<file path="config.mk">
export PLATFORM = sky130hd
export DESIGN_NAME = fc_inbuf
export DESIGN_NICKNAME = d
export VERILOG_FILES = /design/src/rtl/rho_cim_pkg.sv /design/src/rtl/fc_inbuf_plane_mux.sv /design/src/rtl/fc_inbuf.sv
export SDC_FILE = /design/constraint.sdc
export NUM_CORES = 2
export LEC_CHECK = 0
export BUFFER_PORTS_ARGS = -buffer_cell sky130_fd_sc_hd__buf_2
export CORE_UTILIZATION = 25
export CTS_CLUSTER_DIAMETER = 200
export DETAILED_ROUTE_END_ITERATION = 6
export GPL_TIMING_DRIVEN = 0
export PLACE_DENSITY_LB_ADDON = 0.08
export SLEW_MARGIN = 40
export SYNTH_ARGS = -nofsm -noshare
export SYNTH_HDL_FRONTEND = slang
export SYNTH_SLANG_ARGS = --single-unit
</file>
<file path="constraint.sdc">
create_clock -name clk -period 5.3 [get_ports clk]
set_input_delay 0.53 -clock clk [delete_from_list [all_inputs] [get_ports clk]]
set_output_delay 0.53 -clock clk [all_outputs]
set_load 0.03 [all_outputs]
</file>
<file path="src/rtl/rho_cim_pkg.sv">
// Shared types and helpers for the rho CiM datapath.
// Func-unit and input-buffer state machines live side by side here.
package rho_cim_pkg;

  typedef enum logic [1:0] {
    s_func_idle,
    s_func_acc,
    s_func_act,
    s_func_out
  } t_func_state;

  typedef enum logic [2:0] {
    s_ibuf_fill,
    s_ibuf_arm,
    s_ibuf_start,
    s_ibuf_wait,
    s_ibuf_done
  } t_ibuf_state;

  function automatic int ceil_div(input int num, input int den);
    return (num + den - 1) / den;
  endfunction

  function automatic int clog2_min1(input int val);
    return (val > 1) ? $clog2(val) : 1;
  endfunction

endpackage

</file>
<file path="src/rtl/fc_inbuf_plane_mux.sv">
// Buffer to crossbar bit-plane select.
// Rows past the end of the frame are tied low as padding.
module fc_inbuf_plane_mux
  import rho_cim_pkg::*;
#(
  parameter int input_size    = 512,
  parameter int xbar_size     = 256,
  parameter int v_cim_tiles   = ceil_div(input_size, xbar_size),
  parameter int datatype_size = 8
) (
  input  logic [input_size-1:0][datatype_size-1:0] data,
  input  logic [$clog2(datatype_size)-1:0]         bit_idx,
  output logic [v_cim_tiles-1:0][xbar_size-1:0]    plane
);

  for (genvar t = 0; t < v_cim_tiles; t++) begin : g_tile
    for (genvar r = 0; r < xbar_size; r++) begin : g_row
      if (t * xbar_size + r < input_size) begin : g_live
        assign plane[t][r] = data[t*xbar_size+r][bit_idx];
      end else begin : g_pad
        assign plane[t][r] = 1'b0;
      end
    end
  end

endmodule

</file>
<file path="src/rtl/fc_inbuf.sv">
// FC-layer input buffer: collects a frame of activations,
// then feeds it to the CiM tiles one bit-plane at a time, LSB first.
module fc_inbuf
  import rho_cim_pkg::*;
#(
  parameter int input_size    = 512,
  parameter int xbar_size     = 256,
  parameter int v_cim_tiles   = ceil_div(input_size, xbar_size),
  parameter int datatype_size = 8
) (
  input  logic                                  clk,
  input  logic                                  rst,
  input  logic                                  i_valid,
  input  logic [datatype_size-1:0]              i_data,
  output logic                                  o_busy,
  input  logic                                  i_cim_busy,
  output logic                                  o_cim_start,
  output logic [v_cim_tiles-1:0][xbar_size-1:0] o_cim_data,
  output logic [$clog2(datatype_size)-1:0]      o_bit_idx,
  output logic                                  o_done
);

  localparam int aw = clog2_min1(input_size);
  localparam int bw = $clog2(datatype_size);
  localparam logic [aw-1:0] last_addr = aw'(input_size - 1);
  localparam logic [bw-1:0] last_bit  = bw'(datatype_size - 1);

  t_ibuf_state state;
  logic [aw-1:0] wr_addr;
  logic          first_wait;

  logic [input_size-1:0][datatype_size-1:0] mem;

  // Frame storage is deliberately not reset.
  always_ff @(posedge clk) begin
    if (state == s_ibuf_fill && i_valid)
      mem[wr_addr] <= i_data;
  end

  always_ff @(posedge clk or posedge rst) begin
    if (rst) begin
      state       <= s_ibuf_fill;
      wr_addr     <= '0;
      first_wait  <= 1'b0;
      o_bit_idx   <= '0;
      o_busy      <= 1'b0;
      o_cim_start <= 1'b0;
      o_done      <= 1'b0;
    end else begin
      o_cim_start <= 1'b0;
      o_done      <= 1'b0;
      unique case (1'b1)
        (state == s_ibuf_fill): begin
          if (i_valid) begin
            if (wr_addr == last_addr) begin
              wr_addr <= '0;
              state   <= s_ibuf_arm;
              o_busy  <= 1'b1;
            end else begin
              wr_addr <= wr_addr + aw'(1);
            end
          end
        end
        (state == s_ibuf_arm): begin
          if (!i_cim_busy) begin
            state       <= s_ibuf_start;
            o_cim_start <= 1'b1;
          end
        end
        (state == s_ibuf_start): begin
          state      <= s_ibuf_wait;
          first_wait <= 1'b1;
        end
        // CiM raises busy one cycle late, so the first
        // wait cycle can never end the plane.
        (state == s_ibuf_wait): begin
          if (first_wait) begin
            first_wait <= 1'b0;
          end else if (!i_cim_busy) begin
            if (o_bit_idx != last_bit) begin
              o_bit_idx <= o_bit_idx + bw'(1);
              state     <= s_ibuf_arm;
            end else begin
              state  <= s_ibuf_done;
              o_done <= 1'b1;
            end
          end
        end
        (state == s_ibuf_done): begin
          o_bit_idx <= '0;
          state     <= s_ibuf_fill;
          o_busy    <= 1'b0;
        end
        default: begin
          state  <= s_ibuf_fill;
          o_busy <= 1'b0;
        end
      endcase
    end
  end

  fc_inbuf_plane_mux #(
    .input_size    (input_size),
    .xbar_size     (xbar_size),
    .v_cim_tiles   (v_cim_tiles),
    .datatype_size (datatype_size)
  ) u_plane_mux (
    .data    (mem),
    .bit_idx (o_bit_idx),
    .plane   (o_cim_data)
  );

endmodule

</file>
; ---- Yosys cells after proc, flatten, opt, wreduce, memory -nomap -nowiden
; Cells that the tools add are included.
[totals]
out_inout_bits = 518
regBits = 4115
inputBits = 12
word_cells = 1596
[classes]
order_cmp = 3
reduce_logical = 10
n_eq_ne = 12
bitwise = 1
n_addsub = 2
mux = 1049
[ops]
columns = operator, count
row1 = bitwise mux 4096 bit, 1
row2 = binary-select mux 1 bit (select 3 bit), 512
row3 = two-way mux 1 bit, 520
row4 = demux 8 bit (select 9 bit), 1
row5 = two-way mux 3 bit, 9
row6 = case mux 3 bit (4 select lines), 1
row7 = "< comparator 9 x 10 -> 1 bit, second input constant", 1
row8 = "adder 9 x 1 -> 9 bit, second input constant", 1
row9 = "equality test 9 bit, second input constant", 1
row10 = "greater-or-equal comparator 9 x 1 -> 1 bit, second input constant", 1
row11 = two-way mux 9 bit, 1
row12 = two-way mux 8 bit, 1
row13 = "inequality test 2 bit, second input constant", 4
row14 = "equality test 3 x 2 -> 1 bit, second input constant", 2
row15 = case mux 3 bit (2 select lines), 1
row16 = AND reduction 5 bit, 1
row17 = "< comparator 3 x 4 -> 1 bit, second input constant", 1
row18 = "inequality test 2 x 1 -> 1 bit, second input constant", 2
row19 = case mux 1 bit (2 select lines), 2
row20 = AND reduction 4 bit, 1
row21 = nonzero test 2 bit, 2
row22 = "adder 3 x 1 -> 3 bit, second input constant", 1
row23 = "equality test 3 x 1 -> 1 bit, second input constant", 1
row24 = "equality test 3 bit, second input constant", 1
row25 = 7 further kinds, 8

; ---- Logic depth before layout (Yosys ltp)
[depth]
depth_word = 5
depth_mapped = 9

; ---- Hierarchy
; From an unflattened synthesis, not the netlist that was laid out.
[unflattened]
hier_cells = 6693
area_unflattened_um2 = 157009.3
[modules_own_cells]
columns = mod, seq_area_each_um2, area_per_inst_um2, cells_per_inst, instances
row1 = fc_inbuf, 123473.4, 126671.5, 4872, 1
row2 = fc_inbuf_plane_mux, 0.0, 30337.8, 1821, 1

; ---- Least setup slack after synthesis
; No wires, ideal clock.
[synth_path]
path_kind = register to output
start = reg o_bit_idx[0]
end = out o_cim_data[100] (netlist bit)
slack_ns = 2.601
arrival_time_ns = 2.169
path_stages_with_launch = 6
path_cell_list = dfrtp_1 -> buf_2 -> clkbuf_1 -> buf_2 -> mux4_2 -> mux2_2
[synth_rtl]
columns = item, line_no
row1 = start: declaration, fc_inbuf.sv:19  ; output logic [$clog2(datatype_size)-1:0] o_bit_idx,
row2 = start signal: assignment, fc_inbuf.sv:81  ; o_bit_idx <= o_bit_idx + bw'(1);
row3 = end: declaration, fc_inbuf.sv:18  ; output logic [v_cim_tiles-1:0][xbar_size-1:0] o_cim_data,

==> results.sh <==
export IMPL_cts_tree="yes"
export IMPL_num_nets_final=7858
export IMPL_avgSynthCellArea_sq_um=23.4
export IMPL_cp_start_kind="flip-flop"
export IMPL_clock_skew_ns=0.0973
export IMPL_setup_tns_ns=0
export IMPL_tightestPinTransition_ns=0.880
export IMPL_report_final_slew_viol_count=0
export IMPL_drt_wl_total_um=512000
export IMPL_clock_path_buffers=4
export IMPL_rsz0062_at_grt="no"
export IMPL_switching_share_pct=33.4
export IMPL_firstDrtPassIters=6
export IMPL_die_h_um=794
export IMPL_final_util_pct=30.2
export IMPL_num_rows=290
export IMPL_hold_violations=0
export IMPL_cp_required_ns=4.77
export IMPL_die_area_sq_mm=0.630
export IMPL_syn2layout_area_growth_pct=20.2
export IMPL_antenna_found_initial=63
export IMPL_hpwlAfterDp_um=319000
export IMPL_chipWidth_um=794
export IMPL_seq_area_frac_synth_pct=78.8
export IMPL_synth_distinct_cells=42
export IMPL_setup_viol=0
export IMPL_grt_usage_pct=15.9
export IMPL_grt_start_max_net_pins=78
export IMPL_max_freq_ghz=0.202
export IMPL_path_max_fanout=10
export IMPL_drive_gt1_share_pct=38.5
export IMPL_syn_nets=6720
export IMPL_clock_sinks=4115
export IMPL_fin_crit_sh_pct=93.2
export IMPL_crit_path_cell_trace="buf_4, buf_4, buf_2, clkdlybuf4s15_2, mux4_2, mux2_2, buf_2"
export IMPL_pwr_share_seq_pct=37.1
export IMPL_via_per_inst=4.41
export IMPL_synth_edff_count=4096
export IMPL_p_sw_w=0.0323
export IMPL_cts_root_buf="clkbuf_16"
export IMPL_core_sq_mm=0.624
export IMPL_h_tree_depth=5
export IMPL_hold_path_class="in2async"
export IMPL_critPathTopFamily="buffers and inverters"
export IMPL_start_util_pct=25.1
export IMPL_synth_seq_cells=4115
export IMPL_critPathKind="reg2out"
export IMPL_grt_pass1_vias=79500
export IMPL_max_stage_delay_ns=0.57
export IMPL_syn_inst=6701
export IMPL_end_kind="primary output"
export IMPL_grt_pass1_wl_um=695000
export IMPL_io_buffer_count=529
export IMPL_status="finished, final reports clean"
export IMPL_maxSlewHeadroom_pct=41.3
export IMPL_syn_cell_area_sq_mm=0.157
export IMPL_drtIter0Drc=5137
export IMPL_ant_nets=0
export IMPL_drc=0
export IMPL_ir_drop_mv=0.363
export IMPL_design_portCount=530
export IMPL_crit_arrival_ns=4.41
export IMPL_cellPowerDensity_mw_per_mm2=513
export IMPL_place_congestion=0.690
export IMPL_synthArstFlopShare_pct=0.462
export IMPL_drv_cap=0
export IMPL_path_clk_slew_ns=0.06
export IMPL_clock_power_share_pct=32.4
export IMPL_wl_per_cell_um=30.9
export IMPL_ys_warn_count=0
export IMPL_power_frac_comb_pct=30.5
export IMPL_timing_final_crit_period_ns=4.94
export IMPL_p_leak_nw=57.8
export IMPL_cts_buffers=472
export IMPL_grt_overflow_total=0
export IMPL_internal_power_w=0.0644
export IMPL_crit_path_top_delay_cell="buf_2"
export IMPL_crit_buf_inv=5
export IMPL_synth_ff_type="edfxtp_1"
export IMPL_num_vias=73000
export IMPL_clkLatencyLatePin_ns=1.07
-- cell usage after synthesis (all sizes together) (2+ instances only) --
| cell type | number | area share (%) |
|---|---|---|
| edfxtp | 4096 | 78 |
| mux4 | 1024 | 15 |
| nor2 | 515 | 1.2 |
| mux2 | 512 | 3.7 |
| clkbuf | 228 | 0.55 |
| buf | 153 | 0.50 |
| nand2 | 46 | 0.11 |
| nand3 | 23 | 0.073 |
| dfrtp | 19 | 0.30 |
| o21ai | 13 | 0.042 |
| nand2b | 8 | 0.032 |
| nor3 | 8 | 0.026 |
| ha | 7 | 0.056 |
| inv | 6 | 0.014 |
| nor2b | 6 | 0.024 |
| a21oi | 4 | 0.013 |
| nor3b | 4 | 0.019 |
| and3b | 3 | 0.017 |
| and2 | 2 | 0.0080 |
| and3 | 2 | 0.0080 |
| nand4 | 2 | 0.0080 |
| nor4 | 2 | 0.0080 |
| o211ai | 2 | 0.013 |
| or4b | 2 | 0.013 |
-- power groups by stage --
stage          clock (W)  combinational, W  sequential [W]
4_1_cts           0.0323            0.0310          0.0359
2_1_floorplan          0            0.0182          0.0366
5_1_grt           0.0334            0.0315          0.0359
3_3_place_gp           0            0.0306          0.0371
6_report          0.0313            0.0295          0.0359
3_5_place_dp           0            0.0309          0.0366
-- final timing paths --
kind                                   endpoint  slack [ns]          from  cells after the start
worst max-delay path            o_cim_data[507]        0.36  o_bit_idx[1]                      7
worst min-delay path                     o_done        0.13           rst                      3
worst max register to register        mem[2716]        1.76    wr_addr[6]                      5
worst min register to register           o_busy        0.54        o_busy                      2
max in group asynchronous            wr_addr[5]        4.80           rst                      3
min in group clk                      mem[1620]        0.52     i_data[4]                      2
-- metrics by stage --
| stage | setup slack [ns] | cell area (sq um) | hold slack, ns | instances | power (W) |
|---|---|---|---|---|---|
| after detailed placement | 0.679 | 173000 | 0.536 | 15700 | 0.0675 |
| after global routing | 0.0826 | 188000 | 0.117 | 16500 | 0.101 |
| after CTS | 0.0322 | 188000 | 0.216 | 16500 | 0.0993 |
| final | 0.358 | 188000 | 0.128 | 16600 | 0.0967 |
| after global placement | -9.89 | 170000 | 0.537 | 15600 | 0.0677 |
| after floorplan | 2.60 | 157000 | 0.481 | 6701 | 0.0548 |
-- logic make-up (layout without fill, tap and decap cells) --
logic type | after synthesis | after routing | synth area share [%]
compound gates | 24 | 24 | 0.0934
fa+ha+maj | 7 | 7 | 0.0559
buf+inv | 387 | 1909 | 1.06
flops | 4115 | 4115 | 78.8
mux | 1537 | 1537 | 18.4
other cells | 0 | 11 | 0
simple gates | 631 | 631 | 1.62
-- what timing repair did --
item / in CTS / in global routing
buffers inserted: 0 / 0
hold buffers: 11 / 0
endpoints found under the setup margin: 299 / 0
resized for setup: 28 / 0
endpoints found under the hold margin: 354 / 0
-- area by class of cell --
class                           instances  area (sq um)
Antenna cell                           11          27.5
Tap cell                             8322         10400
Sequential cell                      4115        123000
Buffer                                381          2090
Clock inverter                        268          2530
Timing Repair Buffer                  664          5830
Inverter                                6          22.5
Multi-Input combinational cell       2199         31700
Fill cell                           60600        436000
Clock buffer                          590         12300
-- state kept, by name (all words and copies together) (netlist names) --
name         count
first_wait       1
mem           4096
o_bit_idx        3
o_busy           1
o_cim_start      1
o_done           1
state            3
wr_addr          9
-- worst min-delay path: stages --
cell and delay (ns):
dlygate4sd3_1 0.53, buf_2 0.17, inv_2 0.35
-- metal layers --
| layer | track usage [%] | routed length [um] | vias to the layer above |
|---|---|---|---|
| met5 | 0 | 13 | - |
| met4 | 2.75 | 9000 | 2 |
| met3 | 2.92 | 24800 | 539 |
| met2 | 27.7 | 258000 | 1541 |
| met1 | 21.0 | 221000 | 40400 |
| li1 | - | - | 30500 |
-- layout by cell type, fill, tap and decap left out, drive strengths merged, types with 2 or more instances in the layout --
master	instances
mux2	512
clkinv	223
o211ai	2
nand3	23
ha	7
nor3b	4
clkbuf	818
clkdlybuf4s15	8
bufinv	30
o21ai	13
nor3	8
or4b	2
dfrtp	19
diode	11
mux4	1024
and3b	3
nand2	46
a21oi	4
and2	2
dlygate4sd3	11
edfxtp	4096
nand4	2
and3	2
nand2b	8
nor4	2
clkinvlp	9
inv	12
nor2	515
buf	798
nor2b	6
(Power assumes the default switching activity.)
